[src/rtl/lcd_nibble_receiver.sv]
`timescale 1ns/1ps
// ----------------------------------------------------------------------------
// lcd_nibble_receiver
//
// Purpose:
//   Passive monitor for a 4-bit HD44780-style LCD bus. It rebuilds each
//   byte from its two nibble strobes, reports the completed word, and
//   raises sticky flags for timing and protocol violations.
//
// Ports:
//   clk           system clock; all logic runs on its rising edge
//   reset         asynchronous, active-low reset
//   LCD_E         enable strobe, synchronous to clk
//   LCD_RS        register select
//   LCD_RW        read/write (0 = write)
//   SF_D[3:0]     data nibble
//   clr_err       synchronous clear of both sticky error flags
//   db_out[9:0]   last received word {RS, RW, byte[7:0]}
//   db_valid      one-cycle pulse when db_out updates
//   low_phase     1 while the high nibble is held and the low nibble is awaited
//   err_timing    sticky timing-violation flag
//   err_protocol  sticky protocol-violation flag
//   word_count    received-word count, wraps 255 -> 0
// ----------------------------------------------------------------------------
module lcd_nibble_receiver #(
    parameter int E_MIN_HIGH   = 12,
    parameter int NIB_GAP_MIN  = 50,
    parameter int BYTE_GAP_MIN = 2000,
    parameter int NIB_TIMEOUT  = 4096
) (
    input  logic       clk,
    input  logic       reset,
    input  logic       LCD_E,
    input  logic       LCD_RS,
    input  logic       LCD_RW,
    input  logic [3:0] SF_D,
    input  logic       clr_err,
    output logic [9:0] db_out,
    output logic       db_valid,
    output logic       low_phase,
    output logic       err_timing,
    output logic       err_protocol,
    output logic [7:0] word_count
);

    localparam logic [12:0] CNT_MAX      = 13'h1FFF;
    localparam logic [12:0] E_MIN_C      = 13'(E_MIN_HIGH);
    localparam logic [12:0] NIB_GAP_C    = 13'(NIB_GAP_MIN);
    localparam logic [12:0] BYTE_GAP_C   = 13'(BYTE_GAP_MIN);
    localparam logic [12:0] NIB_TMO_C    = 13'(NIB_TIMEOUT);

    typedef enum logic {
        ST_HI = 1'b0,
        ST_LO = 1'b1
    } state_t;

    state_t      state_q, state_d;
    logic        e_q;
    logic [3:0]  cap_nib_q, cap_nib_d;
    logic        cap_rs_q, cap_rs_d;
    logic        cap_rw_q, cap_rw_d;
    logic [3:0]  hi_nib_q, hi_nib_d;
    logic        hi_rs_q, hi_rs_d;
    logic        hi_rw_q, hi_rw_d;
    logic [12:0] high_cnt_q, high_cnt_d;
    logic [12:0] gap_cnt_q, gap_cnt_d;
    logic        first_q, first_d;
    logic [9:0]  db_out_q, db_out_d;
    logic        db_valid_q, db_valid_d;
    logic        err_timing_q, err_timing_d;
    logic        err_protocol_q, err_protocol_d;
    logic [7:0]  word_count_q, word_count_d;

    logic        rise;
    logic        fall;
    logic        timing_viol;
    logic        protocol_viol;

    assign rise = LCD_E & ~e_q;
    assign fall = ~LCD_E & e_q;

    // State register and all datapath flops. Reset forces the receiver back
    // to waiting for a high nibble and re-arms the first-rise exemption.
    always_ff @(posedge clk or negedge reset) begin
        if (!reset) begin
            state_q        <= ST_HI;
            e_q            <= 1'b0;
            cap_nib_q      <= 4'h0;
            cap_rs_q       <= 1'b0;
            cap_rw_q       <= 1'b0;
            hi_nib_q       <= 4'h0;
            hi_rs_q        <= 1'b0;
            hi_rw_q        <= 1'b0;
            high_cnt_q     <= 13'd0;
            gap_cnt_q      <= 13'd0;
            first_q        <= 1'b1;
            db_out_q       <= 10'd0;
            db_valid_q     <= 1'b0;
            err_timing_q   <= 1'b0;
            err_protocol_q <= 1'b0;
            word_count_q   <= 8'd0;
        end else begin
            state_q        <= state_d;
            e_q            <= LCD_E;
            cap_nib_q      <= cap_nib_d;
            cap_rs_q       <= cap_rs_d;
            cap_rw_q       <= cap_rw_d;
            hi_nib_q       <= hi_nib_d;
            hi_rs_q        <= hi_rs_d;
            hi_rw_q        <= hi_rw_d;
            high_cnt_q     <= high_cnt_d;
            gap_cnt_q      <= gap_cnt_d;
            first_q        <= first_d;
            db_out_q       <= db_out_d;
            db_valid_q     <= db_valid_d;
            err_timing_q   <= err_timing_d;
            err_protocol_q <= err_protocol_d;
            word_count_q   <= word_count_d;
        end
    end

    // Next-state and datapath logic. Bus fields are sampled on every cycle
    // E is high, so at the fall cycle the copies hold the last high-cycle
    // values. Both counters treat the edge cycle itself as the first counted
    // cycle, so a count equals the number of cycles E spent in that level.
    always_comb begin
        state_d        = state_q;
        cap_nib_d      = cap_nib_q;
        cap_rs_d       = cap_rs_q;
        cap_rw_d       = cap_rw_q;
        hi_nib_d       = hi_nib_q;
        hi_rs_d        = hi_rs_q;
        hi_rw_d        = hi_rw_q;
        high_cnt_d     = high_cnt_q;
        gap_cnt_d      = gap_cnt_q;
        first_d        = first_q;
        db_out_d       = db_out_q;
        db_valid_d     = 1'b0;
        word_count_d   = word_count_q;
        timing_viol    = 1'b0;
        protocol_viol  = 1'b0;

        if (LCD_E) begin
            cap_nib_d = SF_D;
            cap_rs_d  = LCD_RS;
            cap_rw_d  = LCD_RW;
        end

        if (rise) begin
            high_cnt_d = 13'd1;
        end else if (LCD_E && (high_cnt_q != CNT_MAX)) begin
            high_cnt_d = high_cnt_q + 13'd1;
        end

        if (fall) begin
            gap_cnt_d = 13'd1;
        end else if (gap_cnt_q != CNT_MAX) begin
            gap_cnt_d = gap_cnt_q + 13'd1;
        end

        // Setup-gap checks at the start of each strobe. The very first strobe
        // after reset has no meaningful preceding gap and is exempt.
        if (rise) begin
            first_d = 1'b0;
            if ((state_q == ST_LO) && (gap_cnt_q < NIB_GAP_C)) begin
                timing_viol = 1'b1;
            end
            if ((state_q == ST_HI) && !first_q && (gap_cnt_q < BYTE_GAP_C)) begin
                timing_viol = 1'b1;
            end
        end

        if (fall) begin
            if (high_cnt_q < E_MIN_C) begin
                timing_viol = 1'b1;
            end
            // A read strobe on a write-only monitor is flagged, but the nibble
            // is still assembled as usual.
            if (cap_rw_q) begin
                protocol_viol = 1'b1;
            end
            if (state_q == ST_HI) begin
                hi_nib_d = cap_nib_q;
                hi_rs_d  = cap_rs_q;
                hi_rw_d  = cap_rw_q;
                state_d  = ST_LO;
            end else begin
                if ((cap_rs_q == hi_rs_q) && (cap_rw_q == hi_rw_q)) begin
                    db_out_d     = {cap_rs_q, cap_rw_q, hi_nib_q, cap_nib_q};
                    db_valid_d   = 1'b1;
                    word_count_d = word_count_q + 8'd1;
                end else begin
                    protocol_viol = 1'b1;
                end
                state_d = ST_HI;
            end
        end else if ((state_q == ST_LO) && !rise && (gap_cnt_q >= NIB_TMO_C)) begin
            // The low nibble never came: drop the half byte and resync.
            protocol_viol = 1'b1;
            state_d       = ST_HI;
        end

        // A violation in the same cycle as clr_err keeps the flag set.
        err_timing_d   = (err_timing_q & ~clr_err) | timing_viol;
        err_protocol_d = (err_protocol_q & ~clr_err) | protocol_viol;
    end

    assign db_out       = db_out_q;
    assign db_valid     = db_valid_q;
    assign low_phase    = (state_q == ST_LO);
    assign err_timing   = err_timing_q;
    assign err_protocol = err_protocol_q;
    assign word_count   = word_count_q;

endmodule
[config.mk]
export PLATFORM = sky130hd
export DESIGN_NAME = lcd_nibble_receiver
export DESIGN_NICKNAME = d
export VERILOG_FILES = /design/src/rtl/lcd_nibble_receiver.sv
export SDC_FILE = /design/constraint.sdc
export NUM_CORES = 1
export LEC_CHECK = 0
export CAP_MARGIN = 5
export CORE_ASPECT_RATIO = 1.1
export CORE_MARGIN = 3
export CORE_UTILIZATION = 50
export CTS_CLUSTER_SIZE = 16
export DETAILED_ROUTE_END_ITERATION = 10
export GPL_ROUTABILITY_DRIVEN = 0
export HOLD_SLACK_MARGIN = 0.12
export PLACE_DENSITY_LB_ADDON = 0.3
export RECOVER_POWER = 100
export SLEW_MARGIN = 20
export SYNTH_ARGS = -nofsm -noshare
export SYNTH_HDL_FRONTEND = slang
export SYNTH_SLANG_ARGS = --single-unit
[constraint.sdc]
create_clock -name clk -period 2.4 [get_ports clk]
set_clock_uncertainty 0.05 [all_clocks]
set_input_delay 0.36 -clock clk [delete_from_list [all_inputs] [get_ports clk]]
set_output_delay 0.36 -clock clk [all_outputs]
set_load 0.02 [all_outputs]
==> reports/results.ini <==
[yosys]
synthTopCellsByArea = dfrtp_1, mux2_2, xnor2_1, nand4_1, nand2_1
yosysTopAreaCell = dfrtp_1
synth_xor_area_share_pct = 3.91
yosysWarnings = 0
synth_top_area_share_pct = 52.4
yosysUniqueCellTypes = 43
async_reset_ff_share_pct = 100
avgSynthCellArea_um2 = 11.2
muxShareOfSynthArea_pct = 9.63
synth_top_family_by_area = simple AND/OR/NAND/NOR gates
syn_area_um2 = 2910
ys_ff_latch = 62
synth-simple-area-share_pct = 17.3
synth-compound-area-share_pct = 11.6
seq_area_frac_synth_pct = 53.3
synth-edff-count = 0
syn-num-nets = 273
syn_inst = 260
netlist_top_cells_count = dfrtp_1, mux2_2, nand2_1, o21ai_0
synthFlopType = dfrtp_1
yosysMostFrequentCell = dfrtp_1
synth_fa_ha_area_share_pct = 1.29

[cells_and_area]
drive_gt1_share_pct = 16.3
fin_nets = 315
area_growth_pct = 20.9
multi_input_area_um2 = 1250
fillers = 456
utilization_pct = 64.0
ff_latch_area_um2 = 1550
antenna_cells = 0

[floorplanning]
dieHeight_um = 86.0
start_util_pct = 52.9
num_rows = 28
coreArea_um2 = 5500
io_pins = 32
fp.dieArea_um2 = 6780
die_x_um = 78.8

[cts]
cts_max_level = 3
path_clk_slew_ns = 0.07
clk_latency_ns = 0.34
max-clock-path-buffers = 2
root_buffer = clkbuf_8
cts_sinks = 62
cts_made_buffers = 9
postCtsHoldBufs = 1
tritoncts = yes
cts_setup_buffers = 0
cts_resized = 0

[sta]
period_minus_slack_ns = 2.18
tightest_slew_ns = 1.49
drv_slew = 0
min_period_over_period_pct = 90.8
setup_violations = 0
hold_viol_final = 0
relSlewSlack_pct = 0.355
rsz0062_at_grt = no
fmax_ghz = 0.459
tns_ns = 0

[critical_path]
path_class = in2reg
required_ns = 2.58
start_kind = input pin
cp_max_fo = 19
critPathCaptureType = flop
critPathArrivalTime_ns = 2.36

[global_routing]
antenna_found_initial = 0
overflow = 0
grt_max_degree = 63
grt_pass1_vias = 2170
grt_pass1_wl_um = 9980
grtUsageTotal_pct = 19.1

[detailed_routing]
viasPerCell = 5.84
vias = 2232
routed_wl_um = 5850
ant_nets = 0
wire_per_inst_um = 15.3
firstDrtPassIters = 7
drc_errors = 0
dr.first_iter.drc_count = 156

[pwr]
power_uw = 3150
p_sw_uw = 954
leakage_uw = 0.00150
power_frac_comb_pct = 22.6
p_int_uw = 2200
peakVddDrop_mv = 0.600
switching_share_pct = 30.3
seq_power_share_pct = 45.9
p_clk_share_pct = 31.5
powerDensity_nw_per_um2 = 895

[status]
outcome = complete, but fails checks
violations = max-capacitance violations

[hold_path]
hold_path.class = reg2reg

[flow_run]
cap_violations = 1

[placement]
portBuffers = 31
dp_hpwl_um = 3920

-- final timing paths --
path	startpoint	endpoint	slack (ns)	cells past startpoint
min in group asynchronous	reset	high_cnt_q[10]	0.97	3
max in group asynchronous	reset	db_out[6]	0.44	3
worst max-delay path	LCD_E	db_out[0]	0.22	5
worst min-delay path	word_count[7]	word_count[7]	0.42	1
worst min register to register	word_count[7]	word_count[7]	0.42	1
worst max register to register	high_cnt_q[0]	high_cnt_q[0]	0.34	4
-- placed cells by master, fill, tap and decap left out, drive strengths merged, types with 10 or more instances in the layout --
master and n:
dfrtp 61, nor2 12, mux2 24, o21ai 13
dlygate4sd3 24, nand3 10, nand4 12, clkbuf 14
nand2 18, a21oi 11
-- power groups by stage --
stage	combinational (µW)	clock [µW]	sequential, µW
6_report	714	992	1440
5_1_grt	775	1070	1480
4_1_cts	783	1020	1450
3_5_place_dp	778	0	1470
3_3_place_gp	760	0	1470
2_1_floorplan	323	0	1560
-- metal layers --
layer	vias to the layer above	routed length, µm	GRT usage [%]
met5	-	0	0
met3	11	356	5.57
met2	80	2850	30.1
met1	1088	2550	23.8
li1	1053	-	-
met4	0	99	9.70
-- final cells by class --
type | instances | share of cell area (%)
tap | 75 | 2.67
multi-input combinational | 182 | 35.6
inverter | 5 | 0.533
clock inverter | 6 | 2.45
clock buffer | 10 | 3.62
timing repair buffer | 42 | 11.1
sequential | 62 | 44.1
-- worst max-delay path: stages --
cell and delay, ns:
dlygate4sd3_1 0.59, nand2b_1 0.30, nor4_1 0.53, buf_12 0.23, mux2_2 0.34
-- through the flow --
step                      setup WS [ns]  hold WS, ns  std cells  instance area, µm²
after floorplan                   0.408       0.0144        260                2910
after global placement            0.212        0.343        365                3350
after detailed placement          0.170        0.343        365                3350
after CTS                         0.367        0.433        382                3570
after global routing              0.144        0.455        382                3520
final                             0.220        0.419        382                3520
-- registers in the layout (all words and copies together), names as in the netlist, 4 cells and up --
| name | flops |
|---|---|
| gap_cnt_q | 13 |
| high_cnt_q | 13 |
| db_out | 10 |
| word_count | 8 |
| cap_nib_q | 4 |
| hi_nib_q | 4 |
-- kinds of logic after synthesis --
logic type | Yosys count
AND/OR/NAND/NOR | 90
buffers and inverters | 16
XOR/XNOR | 13
multiplexers | 25
AO/OA/AOI/OAI | 51
adder cells (fa/ha/maj) | 3
flip-flops | 62
Power figures use the tool's default switching activity.
